--- src/rtl/casez_pat_pkg.sv ---
// rtl/casez_pat_pkg.sv - shared states, class codes and pattern map for the casez pattern encoder
package casez_pat_pkg;

    typedef enum logic [1:0] {
        ST_IDLE  = 2'd0,
        ST_SETUP = 2'd1,
        ST_HOLD  = 2'd2,
        ST_DFLT  = 2'd3
    } state_e;

    localparam logic [1:0] CODE_Z0   = 2'd0;
    localparam logic [1:0] CODE_Z1   = 2'd1;
    localparam logic [1:0] CODE_Z4   = 2'd2;
    localparam logic [1:0] CODE_DFLT = 2'd3;

    localparam logic [3:0] PAT_0000      = 4'b0000;
    localparam logic [3:0] PAT_00Z1_BASE = 4'b0001;
    localparam logic [3:0] PAT_0100      = 4'b0100;

    // The 00z1 class leaves bit 1 free; dc_fill decides what is driven there.
    function automatic logic [3:0] map_code(input logic [1:0] code, input logic dc_fill);
        logic [3:0] pat;
        case (code)
            CODE_Z0: pat = PAT_0000;
            CODE_Z1: pat = PAT_00Z1_BASE | {2'b00, dc_fill, 1'b0};
            CODE_Z4: pat = PAT_0100;
            default: pat = PAT_0000;
        endcase
        return pat;
    endfunction

endpackage

--- src/rtl/casez_dwell_counter.sv ---
// rtl/casez_dwell_counter.sv - clearable 4-bit dwell counter with terminal-count compare
module casez_dwell_counter (
    input  logic       clk,
    input  logic       rst_n,
    input  logic       clr_i,
    input  logic       en_i,
    input  logic [3:0] limit_i,
    output logic       tc_o
);

    logic [3:0] cnt_q;
    logic [3:0] cnt_d;

    // Clear wins over count so a state change always restarts the dwell at zero.
    always_comb begin
        cnt_d = cnt_q;
        if (clr_i) begin
            cnt_d = 4'd0;
        end else if (en_i) begin
            cnt_d = cnt_q + 4'd1;
        end
    end

    // Counter register.
    always_ff @(posedge clk or negedge rst_n) begin
        if (!rst_n) begin
            cnt_q <= 4'd0;
        end else begin
            cnt_q <= cnt_d;
        end
    end

    assign tc_o = (cnt_q == limit_i);

endmodule

--- src/rtl/casez_pattern_encoder.sv ---
// rtl/casez_pattern_encoder.sv - handshake-driven pattern generator with setup/hold dwell timing
module casez_pattern_encoder
    import casez_pat_pkg::*;
#(
    parameter int unsigned SETUP_CYC = 3,
    parameter int unsigned HOLD_CYC  = 3,
    parameter int unsigned DFLT_CYC  = 2,
    parameter logic        DC_FILL   = 1'b1
) (
    input  logic       clk,
    input  logic       rst_n,
    input  logic       code_valid,
    input  logic [1:0] code,
    output logic       code_ready,
    output logic [3:0] pat_out,
    output logic       pat_valid,
    output logic       busy,
    output logic       dflt_pulse
);

    // Dwell counts must fit the 4-bit counter without wrapping.
    if (SETUP_CYC < 1 || SETUP_CYC > 15) begin : g_bad_setup
        $error("SETUP_CYC out of range 1..15");
    end
    if (HOLD_CYC < 1 || HOLD_CYC > 15) begin : g_bad_hold
        $error("HOLD_CYC out of range 1..15");
    end
    if (DFLT_CYC < 1 || DFLT_CYC > 15) begin : g_bad_dflt
        $error("DFLT_CYC out of range 1..15");
    end

    localparam logic [3:0] SETUP_LIM = 4'(SETUP_CYC - 1);
    localparam logic [3:0] HOLD_LIM  = 4'(HOLD_CYC - 1);
    localparam logic [3:0] DFLT_LIM  = 4'(DFLT_CYC - 1);

    state_e     state_q, state_d;
    logic [1:0] code_q, code_d;
    logic [3:0] pat_q, pat_d;
    logic       pv_q, pv_d;
    logic       dflt_q, dflt_d;

    logic       cnt_clr;
    logic       cnt_en;
    logic [3:0] cnt_limit;
    logic       cnt_tc;

    casez_dwell_counter u_dwell (
        .clk     (clk),
        .rst_n   (rst_n),
        .clr_i   (cnt_clr),
        .en_i    (cnt_en),
        .limit_i (cnt_limit),
        .tc_o    (cnt_tc)
    );

    // The counter runs in every non-idle state; each exit clears it for the next phase.
    assign cnt_en = (state_q != ST_IDLE);

    // Next-state, dwell limit selection and output register updates.
    always_comb begin
        state_d   = state_q;
        code_d    = code_q;
        pat_d     = pat_q;
        pv_d      = pv_q;
        dflt_d    = 1'b0;
        cnt_clr   = 1'b0;
        cnt_limit = 4'd0;
        case (state_q)
            ST_IDLE: begin
                if (code_valid) begin
                    code_d  = code;
                    cnt_clr = 1'b1;
                    state_d = (code == CODE_DFLT) ? ST_DFLT : ST_SETUP;
                end
            end
            ST_SETUP: begin
                cnt_limit = SETUP_LIM;
                if (cnt_tc) begin
                    pat_d   = map_code(code_q, DC_FILL);
                    pv_d    = 1'b1;
                    cnt_clr = 1'b1;
                    state_d = ST_HOLD;
                end
            end
            ST_HOLD: begin
                cnt_limit = HOLD_LIM;
                if (cnt_tc) begin
                    pv_d    = 1'b0;
                    cnt_clr = 1'b1;
                    state_d = ST_IDLE;
                end
            end
            ST_DFLT: begin
                // Unmapped code: burn the default dwell, leave the pattern untouched.
                cnt_limit = DFLT_LIM;
                if (cnt_tc) begin
                    dflt_d  = 1'b1;
                    cnt_clr = 1'b1;
                    state_d = ST_IDLE;
                end
            end
            default: begin
                state_d = ST_IDLE;
            end
        endcase
    end

    // State and output registers; reset abandons any transaction in flight.
    always_ff @(posedge clk or negedge rst_n) begin
        if (!rst_n) begin
            state_q <= ST_IDLE;
            code_q  <= 2'd0;
            pat_q   <= PAT_0000;
            pv_q    <= 1'b0;
            dflt_q  <= 1'b0;
        end else begin
            state_q <= state_d;
            code_q  <= code_d;
            pat_q   <= pat_d;
            pv_q    <= pv_d;
            dflt_q  <= dflt_d;
        end
    end

    assign code_ready = (state_q == ST_IDLE);
    assign busy       = (state_q != ST_IDLE);
    assign pat_out    = pat_q;
    assign pat_valid  = pv_q;
    assign dflt_pulse = dflt_q;

endmodule

--- config.mk ---
export PLATFORM = sky130hd
export DESIGN_NAME = casez_pattern_encoder
export DESIGN_NICKNAME = d
export VERILOG_FILES = /design/src/rtl/casez_pat_pkg.sv /design/src/rtl/casez_dwell_counter.sv /design/src/rtl/casez_pattern_encoder.sv
export SDC_FILE = /design/constraint.sdc
export NUM_CORES = 1
export LEC_CHECK = 0
export ABC_AREA = 1
export CAP_MARGIN = 20
export CORE_MARGIN = 2
export CORE_UTILIZATION = 53
export DETAILED_ROUTE_END_ITERATION = 7
export GPL_TIMING_DRIVEN = 1
export PLACE_DENSITY = 0.8
export REMOVE_ABC_BUFFERS = 1
export SYNTH_ARGS = -nofsm -noshare
export SYNTH_HDL_FRONTEND = slang
export SYNTH_SLANG_ARGS = --single-unit
--- constraint.sdc ---
create_clock -name clk -period 3.5 [get_ports clk]
set_input_delay 0.7 -clock clk [delete_from_list [all_inputs] [get_ports clk]]
set_output_delay 0.7 -clock clk [all_outputs]
set_load 0.02 [all_outputs]
==> results_dict.tcl, run 1 <==
set metrics [dict create \
    run_status "complete, no violations" \
    nets 107 \
    cp-start-kind "register" \
    grt_pass1_wl_um 1820 \
    synthCells 82 \
    clk_latency_ns 0.27 \
    final_max_slew_viol_count 0 \
    setup_tns_ns 0 \
    layout-drive-gt1-share_pct 14.7 \
    firstDrtPassIters 2 \
    portBuffers 11 \
    yosys.area.top_type_share_pct 43.2 \
    cp.arrival_ns 1.77 \
    cp_cell_sequence "inv_1, ha_1, inv_2, clkdlybuf4s50_1" \
    ys_types 20 \
    design.core.area_um2 1270 \
    ctsHoldBuffers 0 \
    ir_drop_mv 0.565 \
    drt-initial-drc-count 1 \
    finalClockSkew_ns 0.00555 \
    seq_area_frac_synth_pct 43.2 \
    rows 13 \
    min_period_ns 2.47 \
    start_util_pct 54.8 \
    dpl_cell_area_um2 810 \
    fp.dieW_um 40.2 \
    yosysWarnings 0 \
    grt_max_degree 13 \
    synth_top_cell_by_area "dfrtp_1" \
    synthesis.area_um2 696 \
    final_cells 110 \
    clkTransAtPathRegs_ns 0.08 \
    synth_edf_count 0 \
    hold_path.class "reg2reg" \
    final_cell_mix "14 x nand2_1, 12 x inv_1, 12 x dfrtp_1" \
    ys_seq_elements 12 \
    cts_tree "built" \
    areaGrowthSynthToFinish_pct 21.6 \
    fp.dieH_um 40.2 \
    htree_levels 1 \
    routed_wl_um 1210 \
    cts.sinks 12 \
    avgViaCountPerCell 4.77 \
    critical_path_required_ns 2.80 \
    syn_area_per_cell_um2 8.48 \
    synthFlopType "dfrtp_1" \
    place_ws_ns 1.32 \
    dp_cells 106 \
    ctsResizeCount 0 \
    synth.top_cells.by_area "dfrtp_1 43%, ha_1 11%, nand2_1 7.6%" \
    io_pins 13 \
    cp-end-kind "primary output" \
    antenna_found_initial 0 \
    clock.fmax_mhz 405 \
    power_density_nw_per_um2 933 \
    grt_overflow_total 0 \
    grt_pass1_vias 472 \
    diodes 0 \
    worstMarginPinSlew_ns 0.524 \
    post_drt_wl_per_cell_um 11.0 \
    numCtsBuffers 3 \
    criticalPathCategory "reg2out" \
    worst-path-max-fanout 5 \
    cts_buffer_depth 2 \
    root_buffer "clkbuf_4" \
    maxCapViolCount 0 \
    detailedPlacementHpwl_um 1000 \
    gr-usage-all-layers_pct 17.1 \
    drc 0 \
    final_common_cell "nand2_1" \
    p_leak_nw 0.427 \
    fp.dieArea_um2 1620 \
    vias 525 \
    cts_setup_buffers 0 \
    ant_nets 0 \
    finalSetupViolCount 0 \
    postLayoutCellArea_um2 846 \
    maxSlewHeadroom_pct 64.9 \
    hold_violations 0 \
    worst_slack_ns 1.03 \
    fin_crit_sh_pct 70.5 \
    cp_slowest_cell "clkdlybuf4s50_1" \
    slowest_delay_ns 0.61 \
    async_flop_share_pct 100 \
    place_congestion 0.835 \
    rsz0062_at_grt "false" \
]
report_power, final:
group          total [mW]  leakage (nW)  internal, mW  switching, mW
Sequential          0.233         0.152         0.191         0.0421
Combinational       0.445         0.255         0.181          0.264
Clock               0.111        0.0210        0.0632         0.0476
final cells by class:
cell class	count	area, um2
Fill cell	105	423
Tap cell	15	18.8
Multi-Input combinational cell	54	328
Clock buffer	4	36.3
Inverter	14	52.6
Sequential cell	12	300
Timing Repair Buffer	11	110
worst max-delay path, delay by kind of cell, from the launching register on:
family / cells / cell delay, ns
buf+inv: 3 / 0.81
flops: 1 / 0.40
fa+ha+maj: 1 / 0.28
worst paths after layout:
| path | startpoint | end | slack (ns) | depth (start not counted) |
|---|---|---|---|---|
| max | state_q[0]$_DFFE_PN0P_ | busy | 1.03 | 4 |
| min reg2reg | pat_out[2]$_DFFE_PN0P_ | pat_out[2]$_DFFE_PN0P_ | 0.49 | 2 |
| min | pat_out[2]$_DFFE_PN0P_ | pat_out[2]$_DFFE_PN0P_ | 0.49 | 2 |
| max in group asynchronous | rst_n | state_q[1]$_DFFE_PN0P_ | 2.38 | 1 |
| min in group asynchronous | rst_n | u_dwell.cnt_q[3]$_DFFE_PN0P_ | 0.77 | 1 |
| max reg2reg | state_q[0]$_DFFE_PN0P_ | u_dwell.cnt_q[1]$_DFFE_PN0P_ | 1.95 | 8 |
metal layers:
layer  share of wire [%]  GRT usage, %  vias up
met3                 3.2          3.33        2
li1                    -             -      276
met5                   0             0        -
met2                  49          30.6        7
met4                 1.2          5.00        0
met1                  46          20.6      240
sequential cells by signal, summed over array words and instances (netlist names):
| signal | cells |
|---|---|
| pat_out | 2 |
| dflt_pulse | 1 |
| u_dwell.cnt_q | 4 |
| pat_valid | 1 |
| code_q | 2 |
| state_q | 2 |
cells by family (layout without fill, tap and decap cells):
logic type | count (synthesis) | count (layout) | synth area share [%]
buffers and inverters | 16 | 29 | 9.71
and+or+nand+nor | 36 | 36 | 25.0
adders and majority gates | 6 | 6 | 10.8
AOI/OAI and AO/OA | 7 | 7 | 5.57
DFF | 12 | 12 | 43.2
other | 1 | 1 | 0.539
xor gates and xnor gates | 3 | 3 | 3.78
muxes | 1 | 1 | 1.44
cells in the mapped netlist, types with 2 or more instances:
cell,number
nand2_1,14
dfrtp_1,12
inv_1,12
nor2_1,9
ha_1,6
nand2_2,4
nand3_1,4
a21oi_1,3
xor2_1,3
buf_4,2
inv_2,2
nand4_1,2
o21ai_1,2
per-stage QoR:
step	hold WS, ns	power [mW]	util (%)
6_report	0.493	0.789	66.7
3_3_place_gp	0.474	0.668	63.8
2_1_floorplan	0.404	0.550	-
3_5_place_dp	0.478	0.684	63.8
4_1_cts	0.497	0.796	66.7
5_1_grt	0.536	0.855	66.7
No activity file was read; power rests on OpenSTA's default activity.
==> run 2: changes to the inputs <==
--- a/config.mk
+++ b/config.mk
@@ -8,10 +8,10 @@
 export ABC_AREA = 1
 export CAP_MARGIN = 20
 export CORE_MARGIN = 2
-export CORE_UTILIZATION = 53
+export CORE_UTILIZATION = 44
 export DETAILED_ROUTE_END_ITERATION = 7
 export GPL_TIMING_DRIVEN = 1
-export PLACE_DENSITY = 0.8
+export PLACE_DENSITY = 0.71
 export REMOVE_ABC_BUFFERS = 1
 export SYNTH_ARGS = -nofsm -noshare
 export SYNTH_HDL_FRONTEND = slang
==> constraint.sdc (replaced) <==
create_clock -name clk -period 2.1 [get_ports clk]
set_input_delay 0.42 -clock clk [delete_from_list [all_inputs] [get_ports clk]]
set_output_delay 0.42 -clock clk [all_outputs]
set_load 0.02 [all_outputs]
==> run 2 against run 1 <==
First-iteration DRC count increased to 5.0 times the previous value; critical path depth did not move; highest routed layer unchanged; sequential power is 65% higher; design area down 0.15%; worst setup slack worse by 0.88 ns; largest power group unchanged; sequential cell count stayed put; final cell count grew 0.91%; clock-buffer cell count unchanged; die area is 18% higher; combinational power increased by 65%; via count up 0.38%; critical endpoint unchanged; sequential share of layout area grew 0.053 points.
==> results_dict.tcl, run 2 (synthesis results as in run 1) <==
set metrics [dict create \
    run_status "complete, no violations" \
    hold_violations 0 \
    root_buffer "clkbuf_4" \
    grt_pass1_vias 524 \
    post_drt_wl_per_cell_um 11.6 \
    ir_drop_mv 0.800 \
    place_congestion 0.798 \
    critical_path_required_ns 1.68 \
    maxCapViolCount 0 \
    clock.fmax_mhz 514 \
    r2r-end "u_dwell.cnt_q[2]$_DFFE_PN0P_" \
    worstMarginPinSlew_ns 0.543 \
    final_cell_mix "14 x nand2_1, 12 x inv_1, 12 x dfrtp_1" \
    hold_path.class "in2async" \
    slowest_delay_ns 0.42 \
    cp_cell_sequence "inv_1, ha_1, inv_2, dlygate4sd2_1" \
    maxSlewHeadroom_pct 63.7 \
    avgViaCountPerCell 4.75 \
    regMostFlops "u_dwell.cnt_q" \
    r2r-start "state_q[0]$_DFFE_PN0P_" \
    worst-path-max-fanout 5 \
    place_ws_ns 0.201 \
    numCtsBuffers 3 \
    fp.dieArea_um2 1910 \
    design.core.area_um2 1490 \
    cts_buffer_depth 2 \
    routed_wl_um 1290 \
    cts.sinks 12 \
    r2r_cells 8 \
    cts_tree "built" \
    fp.dieH_um 43.8 \
    detailedPlacementHpwl_um 990 \
    firstDrtPassIters 2 \
    final_common_cell "nand2_1" \
    portBuffers 11 \
    start_util_pct 46.7 \
    setup_tns_ns 0 \
    grt_max_degree 13 \
    grt_pass1_wl_um 2210 \
    nets 107 \
    vias 527 \
    gr-usage-all-layers_pct 16.0 \
    drc 0 \
    crit_buf_inv 3 \
    layout-drive-gt1-share_pct 14.7 \
    final_cells 111 \
    drt-initial-drc-count 5 \
    min_period_ns 1.95 \
    areaGrowthSynthToFinish_pct 21.4 \
    clkTransAtPathRegs_ns 0.08 \
    p_leak_nw 0.430 \
    fin_crit_sh_pct 92.7 \
    ant_nets 0 \
    diodes 0 \
    r2r_slack_ns 0.53 \
    criticalPathCategory "reg2out" \
    cts_setup_buffers 0 \
    fp.dieW_um 43.8 \
    ctsResizeCount 2 \
    htree_levels 1 \
    dp_cells 107 \
    fillers 139 \
    antenna_found_initial 0 \
    clk_latency_ns 0.27 \
    power_density_nw_per_um2 1550 \
    largest_register_ffs 4 \
    finalClockSkew_ns 0.000624 \
    grt_overflow_total 0 \
    finalSetupViolCount 0 \
    cp.arrival_ns 1.53 \
    rsz0062_at_grt "false" \
    cp-start-kind "register" \
    worst_slack_ns 0.154 \
    ctsHoldBuffers 0 \
    rows 14 \
    crit_family "buffers and inverters" \
    cp_slowest_cell "dfrtp_1" \
    cp-end-kind "primary output" \
    io_pins 13 \
    final_max_slew_viol_count 0 \
]
[run 2: cell types whose count changed in the layout (fill, tap and decap cells not counted), sizes merged]
cell,delta
clkdlybuf4s50,-2
dlygate4sd2,+2
[run 2: cell type report]
| type | instances | area, um2 | share of cell area [%] |
|---|---|---|---|
| timing repair buffer | 11 | 108 | 12.7 |
| sequential | 12 | 300 | 35.6 |
| tap | 16 | 20.0 | 2.37 |
| inverter | 14 | 52.6 | 6.22 |
| clock buffer | 4 | 36.3 | 4.30 |
| multi-input combinational | 54 | 328 | 38.8 |
[run 2: how the worst max path moves through the flow]
stage                                         to                   start  cells past startpoint
after global routing                        busy  state_q[0]$_DFFE_PN0P_                      4
final                                       busy  state_q[1]$_DFFE_PN0P_                      4
after CTS                                   busy  state_q[1]$_DFFE_PN0P_                      4
after global placement                      busy  state_q[0]$_DFFE_PN0P_                      4
after detailed placement                    busy  state_q[0]$_DFFE_PN0P_                      4
after floorplan           state_q[0]$_DFFE_PN0P_  state_q[0]$_DFFE_PN0P_                      6
[run 2: metrics by stage]
stage          power, mW  util [%]  instance area, um2  hold slack [ns]
6_report            1.31      56.7                 845            0.492
5_1_grt             1.42      56.7                 845            0.517
4_1_cts             1.32      56.7                 845            0.499
3_5_place_dp        1.14      54.5                 811            0.480
3_3_place_gp        1.12      54.5                 811            0.472
2_1_floorplan      0.917         -                 681            0.124
[run 2: power by group]
group          leakage [nW]  switching (mW)  total [mW]  internal [mW]
clock network        0.0210          0.0807       0.186          0.105
registers             0.152          0.0673       0.385          0.318
logic                 0.257           0.448       0.735          0.287
[run 2: metal layers]
layer / global-route usage [%] / part of all wire [%]
met2: 26.2 / 49
met5: 0 / 0
met3: 2.92 / 4.7
met4: 9.09 / 2.3
met1: 19.6 / 44
